File: config.mk
export PLATFORM = sky130hd
export DESIGN_NAME = alu_sequencer
export DESIGN_NICKNAME = d
export VERILOG_FILES = /design/src/rtl/alu_sequencer_pkg.sv /design/src/rtl/alu_seq_settle_timer.sv /design/src/rtl/alu_sequencer.sv
export SDC_FILE = /design/constraint.sdc
export NUM_CORES = 1
export LEC_CHECK = 0
export CAP_MARGIN = 20
export CORE_MARGIN = 5
export CORE_UTILIZATION = 30
export DETAILED_ROUTE_END_ITERATION = 7
export PLACE_DENSITY = 0.62
export SETUP_SLACK_MARGIN = 0.4
export SLEW_MARGIN = 10
export SYNTH_ARGS = -nofsm -noshare
export SYNTH_HDL_FRONTEND = slang
export SYNTH_HIERARCHICAL = 1
export SYNTH_SLANG_ARGS = --single-unit
File: constraint.sdc
create_clock -name clk -period 3 [get_ports clk]
set_clock_uncertainty 0.05 [all_clocks]
set_input_delay 0.45 -clock clk [delete_from_list [all_inputs] [get_ports clk]]
set_output_delay 0.45 -clock clk [all_outputs]
set_load 0.03 [all_outputs]
File: src/rtl/alu_sequencer_pkg.sv
// ============================================================================
// Module      : alu_sequencer_pkg
// Description : Shared op codes, FSM state encoding and defaults for the ALU
//               sequencer and its settle timer.
// Revision    : 1.0 - initial release
// ============================================================================
`default_nettype none

package alu_sequencer_pkg;

  localparam int DEFAULT_WIDTH = 32;
  localparam int SETTLE_CNT_W  = 4;

  localparam logic [1:0] OP_LDN = 2'b00;
  localparam logic [1:0] OP_SUB = 2'b01;
  localparam logic [1:0] OP_ADD = 2'b10;
  localparam logic [1:0] OP_CMP = 2'b11;

  typedef enum logic [2:0] {
    ST_IDLE    = 3'd0,
    ST_DRIVE   = 3'd1,
    ST_SETTLE  = 3'd2,
    ST_CAPTURE = 3'd3,
    ST_DONE    = 3'd4
  } state_e;

  function automatic logic is_arith(input logic [1:0] op);
    return op != OP_CMP;
  endfunction

endpackage

`default_nettype wire

File: src/rtl/alu_seq_settle_timer.sv
// ============================================================================
// Module      : alu_seq_settle_timer
// Description : Loadable down-counter; o_expired pulses on the last enabled
//               count so the caller leaves its wait state on time.
// Revision    : 1.0 - initial release
// ============================================================================
`default_nettype none

module alu_seq_settle_timer #(
  parameter int CNT_W = 4
) (
  input  logic             clk,
  input  logic             rst,
  input  logic             i_load,
  input  logic [CNT_W-1:0] i_load_val,
  input  logic             i_en,
  output logic             o_expired
);

  logic [CNT_W-1:0] r_cnt;

  always_ff @(posedge clk) begin
    if (rst) begin
      r_cnt <= '0;
    end else if (i_load) begin
      r_cnt <= i_load_val;
    end else if (i_en && (r_cnt != '0)) begin
      r_cnt <= r_cnt - CNT_W'(1);
    end
  end

  // Expiry on the count of 1 makes a load of N give exactly N enabled cycles.
  assign o_expired = i_en && (r_cnt == CNT_W'(1));

endmodule

`default_nettype wire

File: src/rtl/alu_sequencer.sv
// ============================================================================
// Module      : alu_sequencer
// Description : Drives the combinational ALU for LDN/SUB/ADD/CMP under a
//               start/done handshake and captures RESULT into the accumulator.
//               Optional signed-overflow flag: define ALU_SEQ_OVERFLOW_EN.
// Revision    : 1.0 - initial release
// ============================================================================
`default_nettype none

module alu_sequencer
  import alu_sequencer_pkg::*;
#(
  parameter int WIDTH         = DEFAULT_WIDTH,
  parameter int SETTLE_CYCLES = 2
) (
  input  logic             clk,
  input  logic             reset,
  input  logic             start,
  input  logic [1:0]       op,
  input  logic [WIDTH-1:0] operand,
  output logic             busy,
  output logic             done,
  output logic [WIDTH-1:0] acc,
  output logic             skip,
  output logic [WIDTH-1:0] alu_a,
  output logic [WIDTH-1:0] alu_b,
  output logic             alu_sub,
  output logic             alu_oe_n,
`ifdef ALU_SEQ_OVERFLOW_EN
  output logic             overflow,
`endif
  input  logic [WIDTH-1:0] alu_result
);

  localparam int MSB = WIDTH - 1;

  state_e r_state;
  state_e w_state_nxt;
  logic   w_accept;
  logic   w_timer_load;
  logic   w_timer_en;
  logic   w_expired;

  assign w_accept = (r_state == ST_IDLE) && start;

  always_ff @(posedge clk) begin
    if (reset) begin
      r_state <= ST_IDLE;
    end else begin
      r_state <= w_state_nxt;
    end
  end

  always_comb begin
    w_state_nxt  = r_state;
    w_timer_load = 1'b0;
    w_timer_en   = 1'b0;
    busy         = 1'b0;
    done         = 1'b0;
    case (r_state)
      ST_IDLE: begin
        if (start) begin
          w_state_nxt = is_arith(op) ? ST_DRIVE : ST_DONE;
        end
      end
      ST_DRIVE: begin
        busy         = 1'b1;
        w_timer_load = 1'b1;
        w_state_nxt  = ST_SETTLE;
      end
      ST_SETTLE: begin
        busy       = 1'b1;
        w_timer_en = 1'b1;
        if (w_expired) begin
          w_state_nxt = ST_CAPTURE;
        end
      end
      ST_CAPTURE: begin
        busy        = 1'b1;
        w_state_nxt = ST_DONE;
      end
      ST_DONE: begin
        done        = 1'b1;
        w_state_nxt = ST_IDLE;
      end
      default: begin
        w_state_nxt = ST_IDLE;
      end
    endcase
  end

  alu_seq_settle_timer #(
    .CNT_W(SETTLE_CNT_W)
  ) u_settle_timer (
    .clk        (clk),
    .rst        (reset),
    .i_load     (w_timer_load),
    .i_load_val (SETTLE_CNT_W'(SETTLE_CYCLES)),
    .i_en       (w_timer_en),
    .o_expired  (w_expired)
  );

  // The ALU operand registers double as the latched op/operand: they are
  // loaded on accept so the ALU is already driven throughout DRIVE.
  always_ff @(posedge clk) begin
    if (reset) begin
      acc      <= '0;
      skip     <= 1'b0;
      alu_a    <= '0;
      alu_b    <= '0;
      alu_sub  <= 1'b0;
      alu_oe_n <= 1'b1;
`ifdef ALU_SEQ_OVERFLOW_EN
      overflow <= 1'b0;
`endif
    end else begin
      if (w_accept) begin
        if (op == OP_CMP) begin
          skip <= acc[MSB];
        end else begin
          alu_a    <= (op == OP_LDN) ? '0 : acc;
          alu_b    <= operand;
          alu_sub  <= (op != OP_ADD);
          alu_oe_n <= 1'b0;
        end
      end
      if (r_state == ST_CAPTURE) begin
        acc      <= alu_result;
        alu_oe_n <= 1'b1;
`ifdef ALU_SEQ_OVERFLOW_EN
        if (alu_sub) begin
          overflow <= (alu_a[MSB] != alu_b[MSB]) && (alu_result[MSB] != alu_a[MSB]);
        end else begin
          overflow <= (alu_a[MSB] == alu_b[MSB]) && (alu_result[MSB] != alu_a[MSB]);
        end
`endif
      end
    end
  end

endmodule

`default_nettype wire

==> impl_results.md <==
- Status: completed
- Bufs on Longest Clock Path: 2
- Worst Path Class, Setup: flop to output port
- Final period util: 0.775
- Root Buffer: clkbuf_16
- DRT met1 WL: ~5.3 mm
- Initial antenna violation count: 0
- Number of synthesized flops with an enable pin: 0
- Share of cells above drive strength 1: 0.0524
- CP Launch Point: r_state[1]$_SDFFE_PP0P_
- Worst Setup End Kind: output port
- DP Area: about 6300 sq um
- WL met2: ~5.7 mm
- Die height: around 130 um
- Most common cell in the netlist: dfxtp_1
- Worst-path clk slew: about 70 ps
- Largest net degree at the start of global routing: 77
- Unique masters post-synth: 42
- FMAX: approximately 430 MHz
- Slew HR: 0.647
- CTS tree: built
- Worst Min Path Start: reset
- CP max FO: 10
- Synth Cell Area: between 4000 and 5000 sq um
- Final setup fails: 0
- Number of iterations in the first detailed-routing pass: 4
- Max-cap violations: 0
- Cts hold-fix bufs: 0
- Slew Viols, Final: 0
- Port bufs: 169
- Std cell rows: 44
- Most frequent cells after synthesis: dfxtp_1 (106), nand2_1 (101), nand2b_1 (96)
- I/O pin total: 170
- Clk sinks: around 110
- FILL cells: ~1,400
- Largest cells by area after synthesis: dfxtp_1 (47%), mux2i_1 (14%), nand2b_1 (13%)
- GP Congestion: 0.740
- Seq/Total Area, Yosys: 0.470
- Die outline width: between 100 and 150 um
- Hold Path Depth: 2
- Vias in the first global route: between 3,000 and 4,000
- Final Cell Area: 6570 sq um
- Wire per inst: approximately 14 um
- ANT nets after route: 0
- Maximum vdd drop: roughly 0.24 mV
- Routed wire length: 11.9 mm
- Worst-Skew Late Latency: between 300 and 400 ps
- Origin of the critical flop-to-flop path: r_state[0]$_SDFFE_PP0P_
- Post-CTS sizing: 0
- Pwr Density: ~510 nW/um^2
- Fin nets: approximately 720
- Core Util, Final: 0.449
- Post-Syn Instances: approximately 500
- Max layer used: met4
- Post-synth top area share: 0.470
- Req. time, crit path: between 2000 and 3000 ps
- Area delta synth->final: 45.6%
- Hold WS: around 340 ps
- Worst reg2reg path depth: 4
- Critical Path AT: approximately 1800 ps
- CTS Buf Count: 9
- Vias per inst: approximately 4.5
- Setup bufs post-CTS: 0
- DPL Wire Length: 8.61 mm
- Least-Margin Pin Slew: 529 ps
- Syn. warnings: 6
- Fin cells: approximately 830
- H-tree levels: 3
- First-pass GRT wire length: between 15 and 20 mm
- DRC violations left: 0
- Core area: roughly 15,000 sq um
- DP Cell Count: roughly 800
- Setup crit start kind: flop
- Synthesized area per cell: about 9 sq um
- Async S/R FF share, synth: 0
- Pleak: around 2.3 nW
- Tot GR Track Use: 0.137
- Final hold vios: 0
- Worst min path class: input pin to flop
- Via count: around 3,700
- RSZ-0062 raised after global routing: no
- # diodes: 0
- Number of synthesized register bits: between 100 and 150
- Final min period: roughly 2300 ps
- Place WS: roughly 530 ps
- Final setup margin: between 600 and 700 ps
- Met3 wire length: a little over 700 um
- Total power: ~3.4 mW
- Yosys top cell by area: dfxtp_1
- Predominant post-synthesis flop cell: dfxtp_1
- Starting Density: 0.308
- Remaining Overflow, GRT: 0
- Setup TNS: 0 ps
- DR iter-0 viols: about 200
- Die area: between 15,000 and 20,000 sq um
[registers in the layout, summed over array words and instances, names as in the netlist]
name                  count
skip                      1
u_settle_timer/r_cnt      4
alu_b                    32
acc                      32
alu_oe_n                  1
r_state                   3
alu_sub                   1
alu_a                    32
[cell type report]
type                            instances  area [sq um]  area share
Timing Repair Buffer                  178          1760       0.267
Clock inverter                          7          75.1      0.0114
Multi-Input combinational cell        344          2140       0.326
Sequential cell                       106          2120       0.323
Tap cell                              184           230      0.0350
Inverter                                5          18.8     0.00286
Clock buffer                            9           225      0.0343
[power breakdown]
| part | switching, mW | total [mW] | internal, mW |
|---|---|---|---|
| registers | 0.0490 | 1.52 | 1.47 |
| logic | 0.331 | 0.648 | 0.317 |
| clock network | 0.539 | 1.19 | 0.655 |
[placed cells by master (no fill, tap or decap), types with 2 or more instances in the layout]
master,count
nand3_1,2
nand2b_1,96
ha_1,2
clkdlybuf4s50_1,168
mux2i_1,65
nand2_1,101
inv_1,5
clkinv_2,2
o21ai_0,3
conb_1,4
nor3_1,2
a311oi_1,2
buf_4,10
dfxtp_1,106
inv_6,3
clkbuf_16,9
a21oi_1,34
nor2_1,10
nor3b_1,2
[critical path, cell delays in order (launching register included)]
cell             delay, ps
dfxtp_1                520
nor2_1                 120
nor2_1                 130
clkdlybuf4s50_1        710
[cell families (layout without fill, tap and decap cells)]
logic type,Yosys count,after routing,share of synthesized area
buffers and inverters,40,199,0.0569
AND/OR/NAND/NOR,224,224,0.254
AO/OA/AOI/OAI,47,47,0.0630
other,2,4,0.00166
multiplexers,66,66,0.147
adder cells (fa/ha/maj),2,2,0.00555
flip-flops,106,106,0.470
XOR/XNOR,1,1,0.00194
[routing by layer]
layer | track usage | vias up
met5 | 0 | -
met4 | 0.0520 | 0
met3 | 0.0463 | 11
met2 | 0.227 | 94
met1 | 0.165 | 1719
li1 | - | 1902
[worst paths after layout]
kind | endpoint | slack (ps)
setup / recovery | busy | 670
hold / removal | alu_sub$_SDFFE_PP0P_ | 340
setup reg to reg | alu_a[12]$_SDFFE_PP0P_ | 980
hold reg to reg | alu_oe_n$_SDFFE_PP1P_ | 420
Power figures use the tool's default switching activity.
